[config.mk]
export PLATFORM = sky130hd
export DESIGN_NAME = i2c_arbiter
export DESIGN_NICKNAME = d
export VERILOG_FILES = /design/src/rtl/i2c_arbiter.sv
export SDC_FILE = /design/constraint.sdc
export NUM_CORES = 1
export LEC_CHECK = 0
export BUFFER_PORTS_ARGS = -buffer_cell sky130_fd_sc_hd__clkbuf_2
export CAP_MARGIN = 10
export CORE_ASPECT_RATIO = 1.2
export CORE_MARGIN = 2
export CORE_UTILIZATION = 51
export DETAILED_ROUTE_END_ITERATION = 16
export PLACE_DENSITY = 0.92
export RECOVER_POWER = 25
export SLEW_MARGIN = 25
export SYNTH_ARGS = -nofsm -noshare
export SYNTH_HDL_FRONTEND = slang
export SYNTH_SLANG_ARGS = --single-unit
[constraint.sdc]
create_clock -name clk -period 5 [get_ports clk]
set_clock_uncertainty 0.2 [all_clocks]
set_input_delay 0.5 -clock clk [delete_from_list [all_inputs] [get_ports clk]]
set_output_delay 0.5 -clock clk [all_outputs]
set_load 0.01 [all_outputs]
[src/rtl/i2c_arbiter.sv]
// Round-robin arbiter sharing one I2C master between NREQ requesters.
// Latency: grant one edge after req is seen in IDLE, m_start on the next edge if the master is idle.
// Backpressure: m_busy holds the command in ISSUE; req changes are ignored until the FSM is back in IDLE.
module i2c_arbiter #(
    parameter int NREQ    = 4,
    parameter int TIMEOUT = 1024
) (
    input  logic              clk,
    input  logic              rst,
    input  logic [NREQ-1:0]   req,
    input  logic [NREQ-1:0]   req_rw,
    input  logic [7*NREQ-1:0] req_addr,
    input  logic [8*NREQ-1:0] req_wdata,
    output logic [NREQ-1:0]   gnt,
    output logic [NREQ-1:0]   done,
    output logic [7:0]        rdata,
    output logic              err,
    output logic              m_start,
    output logic              m_rw,
    output logic [6:0]        m_addr,
    output logic [7:0]        m_wdata,
    input  logic              m_busy,
    input  logic              m_done,
    input  logic              m_nack,
    input  logic [7:0]        m_rdata
);

    localparam int IW = (NREQ > 1) ? $clog2(NREQ) : 1;
    // Counter is never narrower than 10 bits so the default TIMEOUT fits.
    localparam int CW = ($clog2(TIMEOUT) > 10) ? $clog2(TIMEOUT) : 10;

    localparam logic [1:0] IDLE  = 2'd0;
    localparam logic [1:0] ISSUE = 2'd1;
    localparam logic [1:0] WAIT  = 2'd2;
    localparam logic [1:0] RESP  = 2'd3;

    logic [1:0]    state;
    logic [IW-1:0] last;
    logic [IW-1:0] idx;
    logic [CW-1:0] cnt;

    logic          pick_vld;
    logic [IW-1:0] pick_idx;

    // Round-robin search starting at last+1; walking from lowest priority up
    // lets the final hit be the highest-priority requester.
    always_comb begin
        int            j;
        logic [IW-1:0] cand;
        pick_vld = 1'b0;
        pick_idx = '0;
        j        = 0;
        cand     = '0;
        for (int k = NREQ; k >= 1; k--) begin
            j    = (int'(last) + k) % NREQ;
            cand = IW'(j);
            if (req[cand]) begin
                pick_vld = 1'b1;
                pick_idx = cand;
            end
        end
    end

    // Transaction FSM: grant, issue the command, wait for the master, respond.
    always_ff @(posedge clk) begin
        if (!rst) begin
            state   <= IDLE;
            last    <= IW'(NREQ - 1);
            idx     <= '0;
            cnt     <= '0;
            gnt     <= '0;
            done    <= '0;
            rdata   <= 8'h00;
            err     <= 1'b0;
            m_start <= 1'b0;
            m_rw    <= 1'b0;
            m_addr  <= 7'h00;
            m_wdata <= 8'h00;
        end else begin
            m_start <= 1'b0;
            done    <= '0;
            case (state)
                IDLE: begin
                    if (pick_vld) begin
                        idx     <= pick_idx;
                        gnt     <= {{(NREQ-1){1'b0}}, 1'b1} << pick_idx;
                        m_rw    <= req_rw[pick_idx];
                        m_addr  <= req_addr[pick_idx*7 +: 7];
                        m_wdata <= req_wdata[pick_idx*8 +: 8];
                        state   <= ISSUE;
                    end else begin
                        gnt <= '0;
                    end
                end
                ISSUE: begin
                    if (!m_busy) begin
                        m_start <= 1'b1;
                        cnt     <= '0;
                        state   <= WAIT;
                    end
                end
                WAIT: begin
                    // A completion arriving on the timeout cycle takes precedence.
                    if (m_done) begin
                        rdata <= m_rw ? 8'h00 : m_rdata;
                        err   <= m_nack;
                        state <= RESP;
                    end else if (cnt == CW'(TIMEOUT - 1)) begin
                        rdata <= 8'h00;
                        err   <= 1'b1;
                        state <= RESP;
                    end else begin
                        cnt <= cnt + 1'b1;
                    end
                end
                default: begin
                    // RESP: done mirrors the one-hot grant; gnt drops on the next IDLE edge.
                    done  <= gnt;
                    last  <= idx;
                    state <= IDLE;
                end
            endcase
        end
    end

endmodule

# Yosys cells after proc, flatten, opt, wreduce, memory -nomap -nowiden
# Index checks and enable logic that the tools add are counted.
# classes
muxes	34
eq_ne	8
n_mul	1
shifts	3
n_lt_le_gt_ge	5
bitwise_logic	1
add_sub_neg	5
n_reduce_logical	10
# op_table
op	n
$shiftx 32x6->8	1
$mux 10	3
$shiftx 28x6->7	1
$mux 8	3
$pmux 10 s2	1
$mux 2	8
$lt 2x3->1 const B	5
$mux 1	12
$add 10x1->10 const B	1
$bmux 1 s2	5
$eq 10x10->1 const B	1
$ne 2x2->1 const B	4
$pmux 2 s3	1
$reduce_and 2->1	3
$mul 2x3->5 const B	1
$add 2x1->2 const B	2
$add 2x2->2 const B	2
$mux 4	1
$reduce_and 4->1	1
$reduce_bool 2->1	2
$reduce_or 4->1	1
$shl 1x2->4 const A	1
$ne 3x3->1 const B	1
$reduce_and 3->1	1
5 further kinds	5
# totals
out_inout_bits	34
in_bits	81
register_bits	50
word_cells	79

# Depth between registers and ports, before layout
# logic_depth
word_depth	9
mapped_depth	7
mapped_depth_nobuf	7

# Least setup slack after synthesis
# Ideal clock, no wire load.
# synth_timing
path_kind	in2reg
start	input req[1]
end	register m_addr[1]
required_ns	4.678
setup_ns	0.122
t_arrival_ns	1.655
setup_slack_ns	3.023
path_buffers	0
cell_stages	5
cell_sequence	nor2b_1 o21ba_2 nor2_8 mux2_2 a221o_1
# synth_via
elab_chain_len	8
elab_cells_between_ends	19
cone_classes	1 x mul; 1 x shift; 16 x mux; 1 x reduce/logical
# synth_rtl
element	line_no	rtl
start: declaration	10	input logic [NREQ-1:0] req,
$bmux 1 s2	57	if (req[cand]) begin
$mux 1 (implied by the code)	57	
$mux 2 (4 in a row)	57	
$mul 2x3->5	88	m_addr <= req_addr[pick_idx*7 +: 7];
$shiftx 28x6->7	88	
end signal: assignment	88	
end: declaration	20	output logic [6:0] m_addr,
# Parallel ways exist; a longest one is shown, timed or not. The select of a mux whose other input is x is not followed.
# A chain may end at the register's enable or synchronous reset.

==> metrics.cfg <==
[floorplan]
die_h_um=81.8
ioPinCount=115
die_area_um2=5630
initial_core_util=0.524
rows=28
coreArea_um2=4900
die_w_um=68.8

[synthesis]
async_reset_ff_frac=0
synth.area.mux_share=0.0983
syn-instance-count=274
synth_warnings=0
ys_seq_area_frac=0.389
yosysUniqueCellTypes=55
synthXorXnorAreaFrac=0.0204
synth_simple_gate_area_frac=0.175
synth-compound-area-share=0.253
synth_seq_cells=50
synth_edf_count=0
syn_area_per_cell_um2=9.38
synth_fa_ha_area_frac=0.0243
synth_nets=360
synth_top_family_by_area=compound AO/OA/AOI/OAI gates
synthFlopType=dfxtp_1
synth_area_um2=2570

[timing]
period_minus_slack_ns=3.08
setup_viol=0
hold_violations=0
rsz0062_at_grt=false
finalSetupTns_ns=0
fin_ws_ns=1.92
finalCritPeriodShare=0.617
relSlewSlack=0.154
slew_violations=0
tightest_slew_ns=1.27
fmax_mhz=324

[cells_and_area]
nNetsFinal=470
drive_gt1_frac=0.312
syn_to_final_growth_pct=25.3
antenna_cells=0

[routing]
antenna_left=0
drt_iter0_markers=107
avgRoutedWirePerCell_um=15.0
drt_wl_total_um=6690
drt_pass1_iterations=5
drcViolationCount=0
vias=2548
viasPerCell=5.73

[placed_design]
portBuffers=114
pre_cts_ws_ns=2.28
detailed_place_hpwl_um=5180
globalplace.congestion=0.817

[cts]
clockBufferDepth=2
postCtsSetupRepairBufs=0
cts_tree=yes
clk_latency_ns=0.30
cts_resized=0
numCtsBuffers=5
clockRootBuffer=clkbuf_8
cts.sinks=50
cts_hold_buf=0
cts_max_level=2
path_clk_slew_ns=0.09

[setup_path]
critPathMaxFanout=33
start_kind=primary input
arrival_ns=3.13
crit_path_end_kind=flip-flop
required_ns=5.05
crit_type=in -> reg

[grt]
grt_pass1_wl_um=10500
busiest_layer=met2
grt_max_degree=34
met2_usage=0.436
track_usage=0.245
grt_overflow=0
grt_pass1_vias=2387
use_met1=0.281
use_met3=0.0493
antenna_found_initial=0

[job]
drv_cap=0

[hold_path]
hp-class=in -> reg

[power]
vdd_ir_drop_max_uv=223
power.density_nw_per_um2=410
leakagePower_uw=0.00142

[outcome]
status=finished, final reports clean

[worst paths after layout]
| path | startpoint | end | slack (ns) | cells after the start |
|---|---|---|---|---|
| min reg2reg | idx[1] | idx[1] | 0.26 | 2 |
| min | m_rdata[6] | rdata[6] | 0.21 | 2 |
| max reg2reg | last[1] | m_rw | 2.61 | 5 |
| max | rst | rdata[1] | 1.92 | 4 |
[per-layer routing]
metal / wire (um) / share of wire / up-vias
met4: 119 / 0.018 / 0
met1: 2660 / 0.40 / 1192
met3: 355 / 0.053 / 11
met5: 0 / 0 / -
li1: - / - / 1246
met2: 3550 / 0.53 / 99
[where the power goes]
part | switching [uW] | total [uW] | internal, uW | leakage [uW]
combinational | 328 | 544 | 216 | 0.000959
clock | 126 | 238 | 112 | 0.0000482
sequential | 56.1 | 541 | 485 | 0.000408
total | 510 | 1320 | 812 | 0.00142
[cell type report]
cell class / count / area (um^2)
Fill cell: 396 / 1680
Multi-Input combinational cell: 203 / 1470
Sequential cell: 50 / 1000
Timing Repair Buffer: 114 / 546
Clock buffer: 7 / 86.3
Tap cell: 60 / 75.1
Inverter: 10 / 37.5
Clock inverter: 1 / 5.00
[state kept, by name, indices dropped and copies added (netlist names)]
name,count
m_rw,1
rdata,8
cnt,10
m_addr,7
m_start,1
last,2
gnt,4
m_wdata,8
err,1
done,4
state,2
idx,2
[worst max-delay path, cell delays in order]
cell      delay [ns]
clkbuf_1        0.90
inv_1           0.54
nor3_1          0.90
a22o_1          0.28
[per-stage QoR]
stage	power [uW]	hold slack [ns]	instances	utilization	instance area [um^2]
finish	1320	0.208	445	0.657	3220
global route	1410	0.204	445	0.657	3220
CTS	1340	0.201	445	0.662	3250
detailed placement	1100	0.247	437	0.643	3160
global placement	1080	0.245	437	0.643	3150
floorplan	919	0.236	274	-	2570
[logic make-up after synthesis]
| kind of cell | count (synthesis) |
|---|---|
| buffers and inverters | 21 |
| multiplexers | 24 |
| XOR/XNOR | 6 |
| adder cells (fa/ha/maj) | 5 |
| AND/OR/NAND/NOR | 85 |
| flip-flops | 50 |
| AO/OA/AOI/OAI | 83 |
[cell usage in the layout, fill, tap and decap left out, types with 4 or more instances in the layout]
master,n
a21boi_0,4
nand3_1,19
clkbuf_1,21
inv_1,10
nor2_1,17
nand2_1,14
a221o_1,7
a22o_1,8
clkbuf_8,6
clkbuf_2,94
mux2_2,7
o21ai_0,11
a211oi_1,9
xnor2_1,6
a21oi_1,14
nand2b_1,5
o221ai_1,5
ha_1,5
and3_1,10
mux2i_1,16
dfxtp_1,50
and2_1,5
[cell usage after synthesis, types with 2 or more instances]
library cell | count | area share
a22o_1 | 8 | 0.027
a221o_1 | 7 | 0.027
a211oi_1 | 9 | 0.026
and2_1 | 5 | 0.012
nand3_1 | 19 | 0.037
a21boi_0 | 4 | 0.012
a2bb2oi_1 | 2 | 0.0068
ha_1 | 5 | 0.024
nand4_1 | 3 | 0.0073
o221ai_1 | 5 | 0.017
a21o_1 | 2 | 0.0058
o211ai_1 | 2 | 0.0058
a21boi_1 | 2 | 0.0058
clkbuf_1 | 4 | 0.0058
buf_2 | 3 | 0.0058
a21oi_1 | 14 | 0.027
mux2i_1 | 16 | 0.062
nor2b_1 | 2 | 0.0049
nor4_1 | 2 | 0.0049
nor2_1 | 18 | 0.026
buf_6 | 2 | 0.0088
mux2_2 | 7 | 0.031
nand2b_1 | 5 | 0.012
o21ai_0 | 11 | 0.021
inv_1 | 10 | 0.015
dfxtp_1 | 50 | 0.39
and3_1 | 10 | 0.024
nand3b_1 | 2 | 0.0058
xnor2_1 | 6 | 0.020
nand2_1 | 14 | 0.020
Note: power is estimated with default switching activity, not from simulation.
